===== config.mk =====
export PLATFORM = sky130hd
export DESIGN_NAME = ram_stream_reader_flat
export DESIGN_NICKNAME = d
export VERILOG_FILES = /design/src/rtl/ram_stream_reader_if.sv /design/src/rtl/ram_stream_reader.sv /design/src/flat_wrapper.sv
export SDC_FILE = /design/constraint.sdc
export NUM_CORES = 1
export LEC_CHECK = 0
export CAP_MARGIN = 5
export CORE_ASPECT_RATIO = 1.1
export CORE_MARGIN = 2
export CORE_UTILIZATION = 41
export CTS_CLUSTER_DIAMETER = 30
export DETAILED_ROUTE_END_ITERATION = 12
export GPL_ROUTABILITY_DRIVEN = 0
export HOLD_SLACK_MARGIN = 0.15
export PLACE_DENSITY = 0.72
export SYNTH_ARGS = -nofsm -noshare
export SYNTH_HDL_FRONTEND = slang
export SYNTH_SLANG_ARGS = --single-unit

===== constraint.sdc =====
create_clock -name clock -period 2.6 [get_ports clock]
set_input_delay 0.26 -clock clock [delete_from_list [all_inputs] [get_ports clock]]
set_output_delay 0.26 -clock clock [all_outputs]
set_load 0.01 [all_outputs]

===== src/rtl/ram_stream_reader_if.sv =====
// ram_stream_reader_if
//   Groups the burst-control, RAM read-port and output-stream signals of
//   ram_stream_reader.
//   Control    : start, start_address, word_count -> reader; busy, done <- reader
//   RAM port   : ram_read_address <- reader; ram_read_data -> reader
//                (RAM returns data one cycle after the address, no enable)
//   Stream     : out_valid, out_data, out_last <- reader; out_ready -> reader
//   Modports   : slave  = the reader itself
//                master = the environment (controller, RAM and sink)
interface ram_stream_reader_if #(
  parameter int WORD_WIDTH    = 32,
  parameter int ADDRESS_WIDTH = 10
);
  logic                     start;
  logic [ADDRESS_WIDTH-1:0] start_address;
  logic [ADDRESS_WIDTH:0]   word_count;
  logic                     busy;
  logic                     done;
  logic [ADDRESS_WIDTH-1:0] ram_read_address;
  logic [WORD_WIDTH-1:0]    ram_read_data;
  logic                     out_valid;
  logic                     out_ready;
  logic [WORD_WIDTH-1:0]    out_data;
  logic                     out_last;

  modport slave (
    input  start, start_address, word_count, ram_read_data, out_ready,
    output busy, done, ram_read_address, out_valid, out_data, out_last
  );

  modport master (
    output start, start_address, word_count, ram_read_data, out_ready,
    input  busy, done, ram_read_address, out_valid, out_data, out_last
  );
endinterface


===== src/rtl/ram_stream_reader.sv =====
// ram_stream_reader
//   Reads a burst of word_count consecutive RAM words starting at
//   start_address (address wraps modulo 2**ADDRESS_WIDTH) and streams them
//   out on a valid/ready interface, marking the final word with out_last.
//   A 2-entry output FIFO absorbs the one-cycle RAM latency so the stream
//   sustains one word per cycle while out_ready stays high and never drops
//   or duplicates a word under backpressure.
//   Ports:
//     clock  - rising-edge clock
//     reset  - synchronous active-high reset (aborts any burst)
//     bus    - ram_stream_reader_if.slave (control, RAM read port, stream)
module ram_stream_reader #(
  parameter int WORD_WIDTH    = 32,
  parameter int ADDRESS_WIDTH = 10
) (
  input logic                clock,
  input logic                reset,
  ram_stream_reader_if.slave bus
);

  typedef enum logic [1:0] {IDLE, STREAM, FINISH} state_t;

  localparam logic [ADDRESS_WIDTH-1:0] ADDR_ONE = 1;
  localparam logic [ADDRESS_WIDTH:0]   CNT_ONE  = 1;
  localparam logic [1:0]               OCC_ONE  = 2'd1;

  state_t                   state, state_next;
  logic [ADDRESS_WIDTH-1:0] addr_p0;
  logic [ADDRESS_WIDTH:0]   remaining;
  logic                     vld_p1;
  logic                     last_p1;
  logic [WORD_WIDTH-1:0]    fifo_data [2];
  logic                     fifo_last [2];
  logic                     wr_ptr;
  logic                     rd_ptr;
  logic [1:0]               occupancy;
  logic                     out_valid;
  logic                     transfer;
  logic                     issue;
  logic                     start_burst;
  logic [2:0]               pending;
  logic [2:0]               limit;

  assign out_valid   = (occupancy != 2'd0);
  assign transfer    = out_valid && bus.out_ready;
  assign start_burst = (state == IDLE) && bus.start;

  // A read may be issued only if the FIFO is guaranteed a free slot when its
  // data returns next cycle: words held plus words in flight, less the one
  // leaving this cycle, must stay below the FIFO depth.
  assign pending = {1'b0, occupancy} + {2'b00, vld_p1};
  assign limit   = 3'd2 + {2'b00, transfer};
  assign issue   = (state == STREAM) && (remaining != '0) && (pending < limit);

  always_comb begin
    state_next = state;
    unique case (state)
      IDLE:    if (bus.start) state_next = (bus.word_count != '0) ? STREAM : FINISH;
      STREAM:  if (transfer && fifo_last[rd_ptr]) state_next = FINISH;
      FINISH:  state_next = IDLE;
      default: state_next = IDLE;
    endcase
  end

  always_comb begin
    bus.busy             = (state == STREAM);
    bus.done             = (state == FINISH);
    bus.ram_read_address = addr_p0;
    bus.out_valid        = out_valid;
    bus.out_data         = out_valid ? fifo_data[rd_ptr] : '0;
    bus.out_last         = out_valid && fifo_last[rd_ptr];
  end

  // ---- p0: address issue stage / control state ----
  always_ff @(posedge clock) begin
    if (reset) begin
      state     <= IDLE;
      addr_p0   <= '0;
      remaining <= '0;
      vld_p1    <= 1'b0;
      last_p1   <= 1'b0;
      wr_ptr    <= 1'b0;
      rd_ptr    <= 1'b0;
      occupancy <= 2'd0;
    end else begin
      state <= state_next;
      if (start_burst) begin
        addr_p0   <= bus.start_address;
        remaining <= bus.word_count;
      end else if (issue) begin
        addr_p0   <= addr_p0 + ADDR_ONE;
        remaining <= remaining - CNT_ONE;
      end
      vld_p1  <= issue;
      last_p1 <= issue && (remaining == CNT_ONE);
      if (vld_p1)   wr_ptr <= ~wr_ptr;
      if (transfer) rd_ptr <= ~rd_ptr;
      if (vld_p1 && !transfer)      occupancy <= occupancy + OCC_ONE;
      else if (!vld_p1 && transfer) occupancy <= occupancy - OCC_ONE;
    end
  end

  // ---- p1: RAM response captured into the output FIFO ----
  always_ff @(posedge clock) begin
    if (vld_p1) begin
      fifo_data[wr_ptr] <= bus.ram_read_data;
      fifo_last[wr_ptr] <= last_p1;
    end
  end

endmodule


===== src/flat_wrapper.sv =====
// flat-port wrapper written by rule: the top's interface ports become plain ports
module ram_stream_reader_flat 
#(
  parameter int WORD_WIDTH    = 32,
  parameter int ADDRESS_WIDTH = 10
)
  (clock, reset, bus_start, bus_start_address, bus_word_count, bus_ram_read_data, bus_out_ready, bus_busy, bus_done, bus_ram_read_address, bus_out_valid, bus_out_data, bus_out_last);
  ram_stream_reader_if #(.WORD_WIDTH(WORD_WIDTH), .ADDRESS_WIDTH(ADDRESS_WIDTH)) bus_i ();
  input logic clock;
  input logic reset;
  input wire logic [$bits(bus_i.start)-1:0] bus_start;
  input wire logic [$bits(bus_i.start_address)-1:0] bus_start_address;
  input wire logic [$bits(bus_i.word_count)-1:0] bus_word_count;
  input wire logic [$bits(bus_i.ram_read_data)-1:0] bus_ram_read_data;
  input wire logic [$bits(bus_i.out_ready)-1:0] bus_out_ready;
  output wire logic [$bits(bus_i.busy)-1:0] bus_busy;
  output wire logic [$bits(bus_i.done)-1:0] bus_done;
  output wire logic [$bits(bus_i.ram_read_address)-1:0] bus_ram_read_address;
  output wire logic [$bits(bus_i.out_valid)-1:0] bus_out_valid;
  output wire logic [$bits(bus_i.out_data)-1:0] bus_out_data;
  output wire logic [$bits(bus_i.out_last)-1:0] bus_out_last;
  assign bus_i.start = bus_start;
  assign bus_i.start_address = bus_start_address;
  assign bus_i.word_count = bus_word_count;
  assign bus_i.ram_read_data = bus_ram_read_data;
  assign bus_i.out_ready = bus_out_ready;
  assign bus_busy = bus_i.busy;
  assign bus_done = bus_i.done;
  assign bus_ram_read_address = bus_i.ram_read_address;
  assign bus_out_valid = bus_i.out_valid;
  assign bus_out_data = bus_i.out_data;
  assign bus_out_last = bus_i.out_last;
  ram_stream_reader #(.WORD_WIDTH(WORD_WIDTH), .ADDRESS_WIDTH(ADDRESS_WIDTH)) u_core (.clock(clock), .reset(reset), .bus(bus_i));
endmodule

==> results.toml <==
[worst_setup_path]
r2r_slack_ns = 0.49
crit_fanout = 34
path_class = "flop to output pin"
rr_startpoint = "u_core.remaining[6]"
required_ns = 2.34
endpoint_kind = "output pin"
critPathLaunchType = "flop"
arrival_ns = 1.88
ff2ff_path_depth = 6
r2r-end = "u_core.bus.ram_read_address[2]"

[floorplan]
dieArea_mm2 = 0.0109
die_w_um = 99.8
row_count = 38
io_pins = 103
core_mm2 = 0.00984
initial_core_util_pct = 42.0
die-height_um = 109

[timing]
setup_tns_ns = 0
post-route-period-util_pct = 82.3
skew_ns = 0.00678
rsz0062_at_grt = "false"
worst_pin_slew_ns = 0.642
fmax_mhz = 468
relSlewSlack_pct = 56.8
hold_violations = 0
setup_viol = 0
maxSlewViolCount = 0
final.setup.worst_slack_ns = 0.461
period_needed_ns = 2.14

[global_routing]
grt_max_degree = 35
grt_pass1_wl_mm = 15.0
grt_pass1_vias = 3153
grtUsageTotal_pct = 17.5
overflow = 0
antenna_found_initial = 0

[status]
status = "finished clean"

[logic_synthesis]
netlist_top_cells_area = "edfxtp_1 48%, dfxtp_1 15%, mux2i_1 8.0%"
syn_nets = 410
synth_top_area_share_pct = 47.9
synthArstFlopShare_pct = 0
synth-edff-count = 66
syn_inst = 347
synth_area_mm2 = 0.00414
ys.flop_type = "edfxtp_1"
synth.distinct_cells = 46
synth_area_per_cell_um2 = 11.9
synth_common_cells = "66 x edfxtp_1, 62 x nor2_1, 33 x mux2i_1"
ys.warnings.count = 0
synth-seq-area-share_pct = 62.5
synth_top_cell_by_area = "edfxtp_1"
yosysMostFrequentCell = "edfxtp_1"
synth-seq-cells = 96

[clocking]
insertion_delay_ns = 0.35
postCtsSetupRepairBufs = 0
cts.clk_slew.worst_paths_ns = 0.09
tritoncts = "built"
cts-root-buf = "clkbuf_8"
clock_sinks = 96
htree_levels = 3
hold_buffers = 0
numCtsBuffers = 9
cts_buffer_depth = 2
cts_resized = 0

[drt]
drc_errors = 0
viasPerCell = 5.46
wl_mm = 9.28
drt-initial-drc-count = 132
vias = 3153
dr.pass1.iters = 5
ant_nets = 0
route.detailed.wl_per_inst_um = 16.1

[place]
portBuffers = 102
post-place-ws_ns = 0.487
dp_cells = 561
place_hpwl_mm = 6.41

[power_and_ir_drop]
worst_ir_drop_vdd_mv = 0.325
totalPowerFinal_mw = 4.72
p_per_area_mw_per_mm2 = 859
power.leakage_nw = 1.84

[layout]
diodes = 0
drive_above_1_share_pct = 8.10
fin_util_pct = 55.8
fin_cells = 577
final_nets = 515
syn_to_final_growth_pct = 32.9

[worst_hold_path]
holdPathEnd = "u_core.fifo_last[1]"
hp-class = "flop to flop"
holdPathStages = 0
worstHoldStart = "u_core.last_p1"

[job]
timing.max_cap.violations = 0
## final cells by class
type | instances | area [um2]
clock buffer | 10 | 128
clock inverter | 6 | 45.0
fill | 834 | 4350
inverter | 8 | 30.0
multi-input combinational | 227 | 1460
sequential | 96 | 2580
tap | 120 | 150
timing repair buffer | 110 | 1090
## logic make-up after synthesis
kind of cell | Yosys count | share of synthesized area, %
buf+inv | 24 | 2.39
simple gates | 127 | 14.7
mux | 34 | 8.26
flops | 96 | 62.5
compound gates | 54 | 9.14
xor+xnor | 6 | 1.27
fa+ha+maj | 6 | 1.82
## worst max-delay path: stages, from the launching register on
cell             delay (ns)
dfxtp_1                0.47
nor2_2                 0.06
buf_4                  0.25
nor2_1                 0.17
clkdlybuf4s50_1        0.56
## metrics by stage
step	area (um2)	hold WS [ns]
after floorplan	4140	0.359
after global placement	5320	0.405
after detailed placement	5320	0.417
after CTS	5490	0.439
after global routing	5490	0.449
final	5490	0.436
## worst max path at each step
stage,depth (start not counted),to,startpoint
after detailed placement,6,u_core.bus.ram_read_address[5],bus_out_ready
final,4,bus_out_data[1],u_core.occupancy[0]
after global placement,5,u_core.bus.ram_read_address[8],bus_start
after global routing,6,u_core.bus.ram_read_address[2],u_core.remaining[6]
after floorplan,1,u_core.fifo_data[0][0],u_core.vld_p1
after CTS,4,bus_out_last,flop
## sequential cells by signal, summed over array words and instances, names as in the netlist, named ones only
register                     cells
u_core.bus.ram_read_address     10
u_core.fifo_last                 2
u_core.occupancy                 2
u_core.wr_ptr                    1
u_core.vld_p1                    1
u_core.last_p1                   1
u_core.state                     2
u_core.rd_ptr                    1
u_core.remaining                11
u_core.fifo_data                64
## cells in the final DEF, fill, tap and decap left out, types with 2 or more instances in the layout
cell type and n:
a221oi_1 2, nor4_1 5, nand3_1 11, nor2_1 61, a211oi_1 4, nand2b_1 2, a31oi_1 6, clkinvlp_4 3
nand4_1 4, clkdlybuf4s50_1 102, nand2_1 17, and2_1 4, mux2i_1 33, a311oi_1 6, edfxtp_1 66, or4_1 2
dfxtp_1 29, nor3_1 5, xor2_1 4, or3_1 3, ha_1 6, nor2_2 2, buf_4 7, and3_1 3
o221a_2 3, clkbuf_8 9, o31ai_1 2, xnor2_1 2, inv_1 8, a21oi_1 9, o21ai_0 14
## where the power goes
group          switching (mW)  internal, mW
sequential              0.134          1.79
clock                   0.506         0.351
combinational           0.973         0.968
total                    1.61          3.11
## metal layers
metal	wire length (um)	part of all wire, %	up-vias	global-route usage, %
li1	-	-	1495	-
met1	4070	44	1503	22.3
met2	4400	47	137	29.0
met3	620	6.7	18	3.12
met4	187	2.0	0	8.61
met5	0	0	-	0
No activity file was read; power rests on OpenSTA's default activity.
